<file path="src/rtl/writeback_stage.sv">
// writeback_stage: MEM/WB pipeline register and writeback sequencer for the
// 8-bit pipelined core.
//
// Takes one retiring instruction per cycle from MEM and selects its result
// (ALU, load, link = pc+1, immediate). A load whose data has not arrived parks
// the stage in LOAD_WAIT until mem_rvalid. It drives the register-file write
// port and exports forwarding/hazard info and a retired-instruction counter.
//
// Ports:
//   clk, rst            clock, synchronous active-high reset
//   in_valid/in_ready   handshake with the MEM stage (in_ready combinational)
//   in_reg_write, in_rd, in_wb_sel, in_alu_result, in_pc, in_imm
//                       retiring instruction fields
//   mem_rvalid/mem_rdata late load data
//   flush               kill the incoming or pending instruction
//   write_enable/_address/_data   register-file write port (registered)
//   fwd_valid/fwd_data  mirror of write_enable/write_data
//   fwd_pending/fwd_rd  load outstanding for fwd_rd; decode stalls on match
//   retired_count       completed instructions, wraps
module writeback_stage #(
    parameter int DATA_W = 8,
    parameter int ADDR_W = 3,
    parameter int CNT_W  = 16
) (
    input  logic              clk,
    input  logic              rst,
    input  logic              in_valid,
    output logic              in_ready,
    input  logic              in_reg_write,
    input  logic [ADDR_W-1:0] in_rd,
    input  logic [1:0]        in_wb_sel,
    input  logic [DATA_W-1:0] in_alu_result,
    input  logic [DATA_W-1:0] in_pc,
    input  logic [DATA_W-1:0] in_imm,
    input  logic              mem_rvalid,
    input  logic [DATA_W-1:0] mem_rdata,
    input  logic              flush,
    output logic              write_enable,
    output logic [ADDR_W-1:0] write_address,
    output logic [DATA_W-1:0] write_data,
    output logic              fwd_valid,
    output logic              fwd_pending,
    output logic [ADDR_W-1:0] fwd_rd,
    output logic [DATA_W-1:0] fwd_data,
    output logic [CNT_W-1:0]  retired_count
);

    typedef enum logic {IDLE, LOAD_WAIT} state_t;

    localparam logic [1:0]        SEL_ALU  = 2'b00;
    localparam logic [1:0]        SEL_LOAD = 2'b01;
    localparam logic [1:0]        SEL_LINK = 2'b10;
    localparam logic [DATA_W-1:0] D_ONE    = 1;
    localparam logic [CNT_W-1:0]  C_ONE    = 1;
    localparam logic [ADDR_W-1:0] R_ZERO   = '0;

    state_t              state_q, state_d;
    logic                we_q, we_d;
    logic [ADDR_W-1:0]   waddr_q, waddr_d;
    logic [DATA_W-1:0]   wdata_q, wdata_d;
    logic                pend_q, pend_d;
    logic [ADDR_W-1:0]   fwd_rd_q, fwd_rd_d;
    logic [ADDR_W-1:0]   prd_q, prd_d;    // rd of the parked load
    logic                prw_q, prw_d;    // reg_write of the parked load
    logic [CNT_W-1:0]    cnt_q, cnt_d;
    logic [DATA_W-1:0]   sel_data;
    logic                accept;

    // Result mux; a load only reaches this path when its data is here now.
    always_comb begin
        case (in_wb_sel)
            SEL_ALU:  sel_data = in_alu_result;
            SEL_LOAD: sel_data = mem_rdata;
            SEL_LINK: sel_data = in_pc + D_ONE;   // truncates, 0xFF -> 0x00
            default:  sel_data = in_imm;
        endcase
    end

    assign accept = in_valid && in_ready && !flush;

    // State register (and all registered outputs).
    always_ff @(posedge clk) begin
        if (rst) begin
            state_q  <= IDLE;
            we_q     <= 1'b0;
            waddr_q  <= '0;
            wdata_q  <= '0;
            pend_q   <= 1'b0;
            fwd_rd_q <= '0;
            prd_q    <= '0;
            prw_q    <= 1'b0;
            cnt_q    <= '0;
        end else begin
            state_q  <= state_d;
            we_q     <= we_d;
            waddr_q  <= waddr_d;
            wdata_q  <= wdata_d;
            pend_q   <= pend_d;
            fwd_rd_q <= fwd_rd_d;
            prd_q    <= prd_d;
            prw_q    <= prw_d;
            cnt_q    <= cnt_d;
        end
    end

    // Next-state logic. Address/data/fwd_rd hold unless an instruction completes.
    always_comb begin
        state_d  = state_q;
        we_d     = 1'b0;
        waddr_d  = waddr_q;
        wdata_d  = wdata_q;
        pend_d   = pend_q;
        fwd_rd_d = fwd_rd_q;
        prd_d    = prd_q;
        prw_d    = prw_q;
        cnt_d    = cnt_q;
        case (state_q)
            IDLE: begin
                if (accept) begin
                    if (in_wb_sel != SEL_LOAD || mem_rvalid) begin
                        we_d     = in_reg_write && (in_rd != R_ZERO);
                        waddr_d  = in_rd;
                        wdata_d  = sel_data;
                        fwd_rd_d = in_rd;
                        cnt_d    = cnt_q + C_ONE;
                    end else begin
                        state_d = LOAD_WAIT;
                        prd_d   = in_rd;
                        prw_d   = in_reg_write;
                        // Only a real destination can create a hazard.
                        if (in_reg_write && in_rd != R_ZERO) begin
                            pend_d   = 1'b1;
                            fwd_rd_d = in_rd;
                        end
                    end
                end
            end
            LOAD_WAIT: begin
                // flush wins over a simultaneous mem_rvalid.
                if (flush) begin
                    state_d = IDLE;
                    pend_d  = 1'b0;
                end else if (mem_rvalid) begin
                    state_d  = IDLE;
                    pend_d   = 1'b0;
                    we_d     = prw_q && (prd_q != R_ZERO);
                    waddr_d  = prd_q;
                    wdata_d  = mem_rdata;
                    fwd_rd_d = prd_q;
                    cnt_d    = cnt_q + C_ONE;
                end
            end
            default: state_d = IDLE;
        endcase
    end

    // Output logic.
    always_comb begin
        in_ready = (state_q == IDLE) && !rst;
    end

    assign write_enable  = we_q;
    assign write_address = waddr_q;
    assign write_data    = wdata_q;
    assign fwd_valid     = we_q;
    assign fwd_data      = wdata_q;
    assign fwd_pending   = pend_q;
    assign fwd_rd        = fwd_rd_q;
    assign retired_count = cnt_q;

endmodule

</file>
<file path="config.mk">
export PLATFORM = sky130hd
export DESIGN_NAME = writeback_stage
export DESIGN_NICKNAME = d
export VERILOG_FILES = /design/src/rtl/writeback_stage.sv
export SDC_FILE = /design/constraint.sdc
export NUM_CORES = 1
export LEC_CHECK = 0
export ABC_AREA = 0
export CORE_MARGIN = 8
export CORE_UTILIZATION = 46
export CTS_BUF_LIST = sky130_fd_sc_hd__clkbuf_4 sky130_fd_sc_hd__clkbuf_8
export CTS_CLUSTER_SIZE = 14
export DETAILED_ROUTE_END_ITERATION = 8
export DONT_BUFFER_PORTS = 1
export MAX_ROUTING_LAYER = met4
export SLEW_MARGIN = 20
export SYNTH_ARGS = -nofsm -noshare
export SYNTH_HDL_FRONTEND = slang
export SYNTH_SLANG_ARGS = --single-unit
</file>
<file path="constraint.sdc">
create_clock -name clk -period 4.4 [get_ports clk]
set_input_delay 0.88 -clock clk [delete_from_list [all_inputs] [get_ports clk]]
set_output_delay 0.88 -clock clk [all_outputs]
set_load 0.01 [all_outputs]
</file>
==> qor.txt <==
startpoint types: flip-flop
Worst-Skew Late Latency: 0.29 ns
Worst path max stage delay: 0.87 ns
main combinational cell family by area after synthesis: simple AND/OR/NAND/NOR gates
Synth Area per Inst: 8.36 µm²
RSZ-0062 raised after global routing: no
initial cell density of the core: 46.6%
Worst setup endpoint: retired_count[10]
Slew Viols, Final: 0
Clk pin slew, worst setup/hold paths: 0.08 ns
Avg WL per Cell: 18.0 µm
FFs w/ async S/R, synth: 0%
crit path launch: state_q
Peak Freq: 0.391 GHz
endpoint type of the worst setup path: flip-flop
max cap viols: 0
Synthesis Warnings: 0
leak pwr: 0.774 nW
Clock Path Buffers: 2
grt total ovfl: 0
first-pass GRT wire length: 8.78 mm
Ports: 85
Post-Layout Cell Count: 297
Relative slew margins: 44.7%
layout cells sized above 1: 9.88%
RR Startpoint: state_q
Synth top area share: 34.3%
largest cells by area after synthesis: dfxtp_1 34%, mux2_2 5.7%, nor2_1 4.5%
Cell variety after synth: 51
antenna-violating nets left: 0
Layout Nets: 287
DR vias: 1,865
Pwr Total: 759 µW
post-layout util: 48.2%
IO Port Bufs: 0
Final Hold Fails: 0
Setup CP Type: flip-flop to flip-flop
Slowest-stage cell, CP: dfxtp_1
post_cts resized: 0
vias in the first global route: 1,777
HPWL after DPL: 4.00 mm
largest net degree at the start of global routing: 47
DRC: 0
CTS tree: done
final setup violation count: 0
power density cells: 340 nW/µm²
status: finished clean
TritonCTS buffer count: 5
synthesis-stage register bit count: 37
Synth top cells by count: 37 x dfxtp_1, 26 x nor2_1, 22 x nand2_1, 18 x a21oi_1
VDD IR max: 0.141 mV
mapped cell area: 2160 µm²
Clock Skews: 0.00832 ns
initial drt markers: 61
DIE WIDTH: 84.5 µm
M1 GR Usage: 16.5%
hold buffer count at cts: 0
post-synthesis mux area share: 9.45%
final WL: 5.36 mm
Layout area overhead: 3.42%
number of flops mapped to enable cells by yosys: 0
Cells after Synth: 258
area of the core: 4630 µm²
Worst Reg-to-Reg Cells: 4
placed cells: 289
fill cell count: 474
antenna violations before repair: 0
Die ar.: 7140 µm²
top-count cell post-synth: dfxtp_1
hold crit path type: flip-flop to flip-flop
CP max FO: 25
terminus of the critical flop-to-flop path: retired_count[10]
total track usage: 15.5%
drt pass-1 iters: 4
met2 Resource Use GR: 25.0%
Rows: 25
Final Critical Period: 2.56 ns
Synth Area in Compound Gates: 21.1%
Post-Synth Simple-Gate Area: 24.5%
Max H-tree Level: 2
die height: 84.5 µm
root buf cell: clkbuf_8
number of diodes: 0
Synth Area in Adders: 1.16%
Yosys top cell by area: dfxtp_1
fin crit share: 58.2%
post-route setup TNS: 0 ns
gr busiest metal: met2
ys flop type: dfxtp_1
post-CTS setup buffers: 0
crit-path cells: nand2_1 -> a211o_1 -> nor4_1 -> mux2_2
met3 Use GR: 6.34%
pre-CTS setup slack: 1.75 ns
detail-routed via count per cell: 6.28
Critical Path RT: 4.58 ns
Seq/Total Area, Yosys: 34.3%
Crit path arrival time: 2.74 ns
Mapped Nets: 303
Final WS setup: 1.84 ns
GP Congestion: 0.780
xor/xnor cell area share of the yosys netlist: 1.62%
Worst Max-Slew Pin Slew: 0.829 ns
# clock sinks: 37
R2R Setup Slk: 1.84 ns
## worst max-delay path: cells and delay by family, from the launching register on
| kind | cells | cell delay, ns |
|---|---|---|
| AOI/OAI and AO/OA | 1 | 0.55 |
| DFF | 1 | 0.87 |
| muxes | 1 | 0.36 |
| and+or+nand+nor | 2 | 0.67 |
## kinds of logic (layout without fill, tap and decap cells)
logic type,after synthesis,after routing
xor+xnor,4,4
fa+ha+maj,2,2
simple gates,101,101
mux,19,19
compound gates,63,63
buf+inv,32,17
flops,37,37
## registers in the layout, indices dropped and copies added (netlist names)
name	cells
fwd_rd	3
state_q	1
prw_q	1
fwd_valid	1
retired_count	16
fwd_data	8
fwd_pending	1
prd_q	3
write_address	3
## final cells by class
type | instances | area, µm² | area share (%)
flip-flops and latches | 37 | 741 | 33.2
inverters | 8 | 30.0 | 1.35
well taps | 54 | 67.6 | 3.03
clock inverters | 3 | 65.1 | 2.92
multi-input cells | 189 | 1250 | 56.1
clock buffers | 5 | 68.8 | 3.08
repair buffers | 1 | 7.51 | 0.337
## stage by stage
stage / area, µm² / hold WS (ns)
3_5_place_dp: 2100 / 0.494
2_1_floorplan: 2160 / 0.455
4_1_cts: 2230 / 0.513
6_report: 2230 / 0.516
5_1_grt: 2230 / 0.535
3_3_place_gp: 2100 / 0.498
## worst min-delay path by stage
stage / start / end / slack, ns / depth (start not counted)
6_report: write_address[1] / write_address[1] / 0.52 / 2
5_1_grt: write_address[1] / write_address[1] / 0.54 / 2
4_1_cts: prw_q / prw_q / 0.51 / 2
3_5_place_dp: prw_q / prw_q / 0.49 / 2
3_3_place_gp: prd_q[1] / prd_q[1] / 0.50 / 2
2_1_floorplan: prw_q / prw_q / 0.46 / 2
## layout by cell type (no fill, tap or decap), types with 5 or more instances in the layout
master | Yosys | final
dfxtp_1 | 37 | 37
nor4_1 | 6 | 6
a211oi_1 | 8 | 7
nor2_1 | 26 | 26
o31ai_1 | 6 | 6
clkbuf_8 | 0 | 5
inv_1 | 8 | 8
nand2_1 | 22 | 22
nand3_1 | 10 | 10
mux2_2 | 11 | 11
mux2i_1 | 8 | 8
nor2b_1 | 7 | 7
or4_1 | 5 | 5
a21oi_1 | 18 | 18
## routing by layer
| metal | routed length (µm) | vias to the layer above |
|---|---|---|
| li1 | - | 920 |
| met1 | 2220 | 870 |
| met2 | 2560 | 61 |
| met3 | 447 | 14 |
| met4 | 133 | 0 |
| met5 | 0 | - |
## where the power goes
part | switching (mW) | internal (mW)
Clock | 0.125 | 0.225
Combinational | 0.0263 | 0.0280
Sequential | 0.0127 | 0.342
No activity file was read; power rests on OpenSTA's default activity.
